File: src/rtl/control_fsm_pkg.sv
// Shared encodings for the multi-cycle MIPS sequencing controller:
// state values, opcode/funct constants and small decode helpers.
package control_pkg;

  typedef enum logic [2:0] {
    S_FETCH  = 3'd0,
    S_LOAD   = 3'd1,
    S_MEM    = 3'd2,
    S_EXEC   = 3'd3,
    S_MDWAIT = 3'd4,
    S_HALT   = 3'd5
  } state_e;

  typedef enum logic {
    CNT_DOWN = 1'b0,
    CNT_UP   = 1'b1
  } cnt_mode_e;

  localparam logic [5:0] OP_SPECIAL = 6'd0;
  localparam logic [5:0] OP_LB      = 6'd32;
  localparam logic [5:0] OP_LH      = 6'd33;
  localparam logic [5:0] OP_LWL     = 6'd34;
  localparam logic [5:0] OP_LW      = 6'd35;
  localparam logic [5:0] OP_LBU     = 6'd36;
  localparam logic [5:0] OP_LHU     = 6'd37;
  localparam logic [5:0] OP_LWR     = 6'd38;
  localparam logic [5:0] OP_SB      = 6'd40;
  localparam logic [5:0] OP_SH      = 6'd41;
  localparam logic [5:0] OP_SW      = 6'd43;

  localparam logic [5:0] F_MTHI  = 6'd17;
  localparam logic [5:0] F_MTLO  = 6'd19;
  localparam logic [5:0] F_MULT  = 6'd24;
  localparam logic [5:0] F_MULTU = 6'd25;
  localparam logic [5:0] F_DIV   = 6'd26;
  localparam logic [5:0] F_DIVU  = 6'd27;

  function automatic logic is_load(input logic [5:0] op);
    return op inside {OP_LB, OP_LH, OP_LWL, OP_LW, OP_LBU, OP_LHU, OP_LWR};
  endfunction

  function automatic logic is_store(input logic [5:0] op);
    return op inside {OP_SB, OP_SH, OP_SW};
  endfunction

  function automatic logic is_multdiv(input logic [5:0] op, input logic [5:0] fn);
    return (op == OP_SPECIAL) && (fn inside {F_MULT, F_MULTU, F_DIV, F_DIVU});
  endfunction

  function automatic logic is_div(input logic [5:0] fn);
    return (fn == F_DIV) || (fn == F_DIVU);
  endfunction

  function automatic logic is_mthilo(input logic [5:0] op, input logic [5:0] fn);
    return (op == OP_SPECIAL) && ((fn == F_MTHI) || (fn == F_MTLO));
  endfunction

  // Byte lanes for a store; address bits select the lane(s) within the word.
  function automatic logic [3:0] store_byteenable(input logic [5:0] op, input logic [1:0] ba);
    case (op)
      OP_SB:   return 4'b0001 << ba;
      OP_SH:   return ba[1] ? 4'b1100 : 4'b0011;
      default: return 4'b1111;
    endcase
  endfunction

endpackage

File: src/rtl/control_fsm_stall_counter.sv
// Loadable counter: down mode saturates at zero (MDWAIT), up mode counts
// consecutive events and is cleared by loading zero (bus timeout).
module stall_counter
  import control_pkg::*;
#(
  parameter int W = 6
) (
  input  logic      clk,
  input  logic      reset,
  input  cnt_mode_e mode_i,
  input  logic      load_i,
  input  logic [W-1:0] load_val_i,
  input  logic      en_i,
  output logic [W-1:0] count_o,
  output logic      zero_o
);

  logic [W-1:0] count_q, count_d;

  always_comb begin
    count_d = count_q;
    if (load_i) begin
      count_d = load_val_i;
    end else if (en_i) begin
      if (mode_i == CNT_UP) begin
        count_d = count_q + 1'b1;
      end else if (count_q != '0) begin
        count_d = count_q - 1'b1;
      end
    end
  end

  always_ff @(posedge clk) begin
    if (reset) begin
      count_q <= '0;
    end else begin
      count_q <= count_d;
    end
  end

  assign count_o = count_q;
  assign zero_o  = (count_q == '0);

endmodule

File: src/rtl/control_fsm.sv
// Sequencing controller for the multi-cycle MIPS CPU: owns the CPU state,
// runs the bus handshake, gates commits and handles mult/div stalls and halt.
module control_fsm
  import control_pkg::*;
#(
  parameter int MULT_CYCLES = 4,
  parameter int DIV_CYCLES  = 32,
  parameter int BUS_TIMEOUT = 0
) (
  input  logic       clk,
  input  logic       reset,
  input  logic [5:0] opcode,
  input  logic [5:0] function_code,
  input  logic [1:0] byte_addressing,
  input  logic       waitrequest,
  input  logic       pc_is_zero,
  output logic [2:0] state,
  output logic       read,
  output logic       write,
  output logic [3:0] byteenable,
  output logic       ir_write_enable,
  output logic       reg_commit,
  output logic       hilo_commit,
  output logic       multdiv_start,
  output logic       pc_write_enable,
  output logic       active,
  output logic       bus_error
);

  localparam int MD_MAX  = (MULT_CYCLES > DIV_CYCLES) ? MULT_CYCLES : DIV_CYCLES;
  localparam int CNT_MAX = (MD_MAX > BUS_TIMEOUT) ? MD_MAX : BUS_TIMEOUT;
  localparam int CW      = $clog2(CNT_MAX) + 1;
  localparam logic [CW-1:0] MULT_LOAD = CW'(MULT_CYCLES - 1);
  localparam logic [CW-1:0] DIV_LOAD  = CW'(DIV_CYCLES - 1);
  localparam logic [CW-1:0] TO_LAST   = (BUS_TIMEOUT > 0) ? CW'(BUS_TIMEOUT - 1) : '0;

  state_e state_q, state_d;
  logic   bus_error_q, bus_error_d;

  logic          md_load, md_en, md_zero;
  logic [CW-1:0] md_load_val, md_count_unused;
  logic          bus_stall, to_zero_unused;
  logic [CW-1:0] to_count;

  stall_counter #(.W(CW)) u_md_counter (
    .clk       (clk),
    .reset     (reset),
    .mode_i    (CNT_DOWN),
    .load_i    (md_load),
    .load_val_i(md_load_val),
    .en_i      (md_en),
    .count_o   (md_count_unused),
    .zero_o    (md_zero)
  );

  // Counts consecutive stalled bus cycles; any non-stall cycle reloads zero.
  stall_counter #(.W(CW)) u_to_counter (
    .clk       (clk),
    .reset     (reset),
    .mode_i    (CNT_UP),
    .load_i    (!bus_stall),
    .load_val_i('0),
    .en_i      (bus_stall && (BUS_TIMEOUT > 0)),
    .count_o   (to_count),
    .zero_o    (to_zero_unused)
  );

  always_comb begin
    state_d         = state_q;
    bus_error_d     = bus_error_q;
    read            = 1'b0;
    write           = 1'b0;
    byteenable      = 4'b1111;
    ir_write_enable = 1'b0;
    reg_commit      = 1'b0;
    hilo_commit     = 1'b0;
    multdiv_start   = 1'b0;
    pc_write_enable = 1'b0;
    md_load         = 1'b0;
    md_load_val     = MULT_LOAD;
    md_en           = 1'b0;
    bus_stall       = 1'b0;
    if (!reset) begin
      case (state_q)
        S_FETCH: begin
          if (pc_is_zero) begin
            state_d = S_HALT;
          end else begin
            read = 1'b1;
            if (waitrequest) begin
              bus_stall = 1'b1;
            end else begin
              ir_write_enable = 1'b1;
              state_d         = S_EXEC;
            end
          end
        end
        S_EXEC: begin
          if (is_load(opcode) || is_store(opcode)) begin
            state_d = S_MEM;
          end else if (is_multdiv(opcode, function_code)) begin
            multdiv_start = 1'b1;
            md_load       = 1'b1;
            md_load_val   = is_div(function_code) ? DIV_LOAD : MULT_LOAD;
            state_d       = S_MDWAIT;
          end else begin
            reg_commit      = 1'b1;
            pc_write_enable = 1'b1;
            hilo_commit     = is_mthilo(opcode, function_code);
            state_d         = S_FETCH;
          end
        end
        S_MEM: begin
          if (is_load(opcode)) begin
            read = 1'b1;
          end else begin
            write      = 1'b1;
            byteenable = store_byteenable(opcode, byte_addressing);
          end
          if (waitrequest) begin
            bus_stall = 1'b1;
          end else if (is_load(opcode)) begin
            state_d = S_LOAD;
          end else begin
            pc_write_enable = 1'b1;
            state_d         = S_FETCH;
          end
        end
        S_LOAD: begin
          reg_commit      = 1'b1;
          pc_write_enable = 1'b1;
          state_d         = S_FETCH;
        end
        S_MDWAIT: begin
          md_en = 1'b1;
          if (md_zero) begin
            hilo_commit     = 1'b1;
            pc_write_enable = 1'b1;
            state_d         = S_FETCH;
          end
        end
        S_HALT:  state_d = S_HALT;
        default: state_d = S_FETCH;
      endcase
      // The last tolerated stall cycle hands over to HALT instead of retrying.
      if (bus_stall && (BUS_TIMEOUT > 0) && (to_count == TO_LAST)) begin
        state_d     = S_HALT;
        bus_error_d = 1'b1;
      end
    end
  end

  always_ff @(posedge clk) begin
    if (reset) begin
      state_q     <= S_FETCH;
      bus_error_q <= 1'b0;
    end else begin
      state_q     <= state_d;
      bus_error_q <= bus_error_d;
    end
  end

  assign state     = state_q;
  assign active    = reset || (state_q != S_HALT);
  assign bus_error = bus_error_q;

endmodule
File: config.mk
export PLATFORM = sky130hd
export DESIGN_NAME = control_fsm
export DESIGN_NICKNAME = d
export VERILOG_FILES = /design/src/rtl/control_fsm_pkg.sv /design/src/rtl/control_fsm_stall_counter.sv /design/src/rtl/control_fsm.sv
export SDC_FILE = /design/constraint.sdc
export NUM_CORES = 1
export LEC_CHECK = 0
export CELL_PAD_IN_SITES_DETAIL_PLACEMENT = 1
export CELL_PAD_IN_SITES_GLOBAL_PLACEMENT = 2
export CORE_ASPECT_RATIO = 1.4
export CORE_UTILIZATION = 19
export DETAILED_ROUTE_END_ITERATION = 10
export PLACE_DENSITY = 0.83
export SKIP_LAST_GASP = 1
export SLEW_MARGIN = 10
export SYNTH_ARGS = -nofsm -noshare
export SYNTH_HDL_FRONTEND = slang
export SYNTH_SLANG_ARGS = --single-unit
File: constraint.sdc
create_clock -name clk -period 1.5 [get_ports clk]
set_input_delay 0.225 -clock clk [delete_from_list [all_inputs] [get_ports clk]]
set_output_delay 0.225 -clock clk [all_outputs]
set_load 0.01 [all_outputs]
==> impl_metrics.yaml <==
global_route:
  grt_first_pass_wirelength_um: 6072
  grt_pass1_vias: 1299
  grt_overflow: 0
  grt_usage_pct: 18.24
  grt_max_degree: 9
  antenna_found_initial: 0
detailed_routing:
  viasPerCell: 5.212
  drt_wl_total_um: 3789
  routedWlPerCell_um: 17.46
  dr.first_iter.drc_count: 15
  vias: 1131
  drtAntennaViolNets: 0
  firstDrtPassIters: 3
  drc_errors: 0
sta:
  setup_viol: 14
  finalCriticalPeriod_ns: 1.879
  skew_ns: 0.001118
  clock.fmax_ghz: 0.5321
  drv_slew: 0
  whs_ns: 0.4278
  layout_worst_path_cycle_share_pct: 125.3
  rsz0062_at_grt: "true"
  max_slew_margin_pct: 65.76
  worstMarginPinSlew_ns: 0.5089
  finalSetupTns_ns: -1.708
  hold_viol_final: 0
  timing.final.ws_setup_ns: -0.3794
setup_path:
  rr_worst_depth: 5
  r2r_end: "u_md_counter.count_o[5]"
  cp.required_ns: 1.27
  worstPathArrival_ns: 1.65
  critPathMaxFanout: 8
  startpoint: "state[0]"
  crit_type: "reg -> out"
  rr_startpoint: "u_md_counter.count_o[2]"
  worst_setup_path_start_kind: "flop"
  reg2reg_slack_ns: -0.19
  crit_path_end_kind: "primary output"
placement:
  dp_cells: 201
  dp_hpwl_um: 2606
  gp_congestion: 0.8474
  dpl_worst_slack_ns: -1.031
  dpl_cell_area_sq_mm: 0.001345
  port_buffers: 32
floorplanning:
  die-area_sq_mm: 0.004230
  initial_utilization_pct: 20.34
  core_sq_mm: 0.003709
  ios: 34
  die_h_um: 76.56
  die_x_um: 55.26
  core.rowCount: 26
min_path:
  hold_start: "opcode[4]"
  whs_path_depth: 4
  hold_path_class: "in -> reg"
  hold_end: "state[1]"
synthesis:
  yosys_warnings: 0
  syn_inst: 100
  syn_area_sq_um: 754.5
  yosysUniqueCellTypes: 43
  syn_nets: 120
  synth_top_family_by_area: "simple AND/OR/NAND/NOR gates"
  synth_seq_cells: 9
  synth_compound_area_share_pct: 26.04
  synth_xor_area_share_pct: 1.161
  seq_area_frac_synth_pct: 23.88
  synth_fa_ha_area_share_pct: 3.317
  syn_avg_cell_area_sq_um: 7.545
  synthSimpleGateAreaFrac_pct: 37.98
  muxShareOfSynthArea_pct: 1.493
pwr:
  ir_worst_vdd_uv: 348.0
  p_per_area_mw_per_mm2: 587.5
  total_power_mw: 0.9886
  power_leakage_nw: 0.7053
cts:
  cts_tree: "done"
  clk_path_buf_depth: 2
  clkTransAtPathRegs_ns: 0.04
  clk_latency_ns: 0.23
  cts_sinks: 9
  cts_root_buf: "clkbuf_8"
  cts.htree.levels: 1
  cts_buffers: 3
cells_and_area:
  final_common_cell: "buf_4"
  syn2layout_area_growth_pct: 123.1
  diodes: 0
  stdcell_area_sq_mm: 0.001683
  finalNonFillerCells: 217
  most-common-layout-cells: "buf_4 (38), buf_2 (13), dlygate4sd2_1 (10)"
  final_util_pct: 45.38
  final_layout_size_suffix_gt1_share_pct: 61.14
  finalNetCount: 196
outcome:
  status: "complete, but fails checks"
  failed_checks: "negative setup slack"
job:
  cap_violations: 0
==> flip-flops by register name (all words and copies together), names as in the netlist <==
register	cells
u_md_counter.count_o	6
state	3
==> logic make-up after synthesis <==
| logic type | count (synthesis) |
|---|---|
| buf+inv | 10 |
| simple gates | 46 |
| xor+xnor | 1 |
| mux | 1 |
| fa+ha+maj | 2 |
| compound gates | 30 |
| other cells | 1 |
| flops | 9 |
==> how the worst max path moves through the flow <==
| stage | slack (ns) | endpoint | cells after the start |
|---|---|---|---|
| floorplan | 0.008 | ir_write_enable | 3 |
| global placement | -0.92 | read | 6 |
| detailed placement | -1.03 | byteenable[3] | 7 |
| CTS | -0.24 | pc_write_enable | 5 |
| global route | -0.48 | pc_write_enable | 5 |
| finish | -0.38 | pc_write_enable | 5 |
==> where the power goes <==
group          switching, mW  total [mW]  internal, mW
Sequential            0.0254       0.280         0.255
Combinational          0.192       0.426         0.234
Clock                 0.0971       0.282         0.185
==> per-layer routing <==
metal	global-route usage (%)	vias up	routed length [um]
li1	-	537	-
met1	15.12	533	1279
met2	38.19	42	2139
met3	3.735	19	170
met4	9.250	0	199
met5	0	-	0
==> worst max-delay path: stages (launching register included) <==
cell	delay [ns]
dfxtp_4	0.37
nor4_1	0.48
o311a_1	0.27
nor3_1	0.05
o21ai_1	0.09
buf_2	0.15
==> synthesized netlist by cell type (all sizes together) <==
cell type	instances	area [sq um]
dfxtp	9	180.2
nor2	7	26.28
o21ai	7	35.03
a31oi	6	37.54
inv	6	22.52
nand2	6	22.52
a21oi	5	25.02
nor3	4	20.02
or3	4	25.02
or4	4	30.03
nand3	3	20.02
and3	2	12.51
and4	2	17.52
buf	2	12.51
clkbuf	2	7.510
ha	2	25.02
nand2b	2	12.51
nor2b	2	12.51
nor3b	2	26.28
nor4	2	12.51
nor4b	2	17.52
o21bai	2	15.01
a22o	1	8.760
a311o	1	10.01
a311oi	1	8.760
a31o	1	8.760
and3b	1	8.760
conb	1	3.750
mux2	1	11.26
nand4	1	6.260
nor4bb	1	10.01
o211ai	1	7.510
o21a	1	7.510
o22ai	1	6.260
o311a	1	10.01
o311ai	1	8.760
o31ai	1	7.510
or2	1	6.260
xnor2	1	8.760
==> area by class of cell <==
class / count / area [sq um]
fillers: 450 / 2026
clock buffers: 4 / 45.04
well taps: 42 / 52.55
inverters: 6 / 22.52
repair buffers: 75 / 595.6
multi-input cells: 81 / 773.2
flip-flops and latches: 9 / 193.9
==> what timing repair did <==
item,in CTS,in global routing
setup buffers,9,6
endpoints found under the setup margin,24,18
pin swaps,17,22
hold buffers,0,0
resized for setup,128,29
gates cloned,0,0
(Power assumes the default switching activity.)
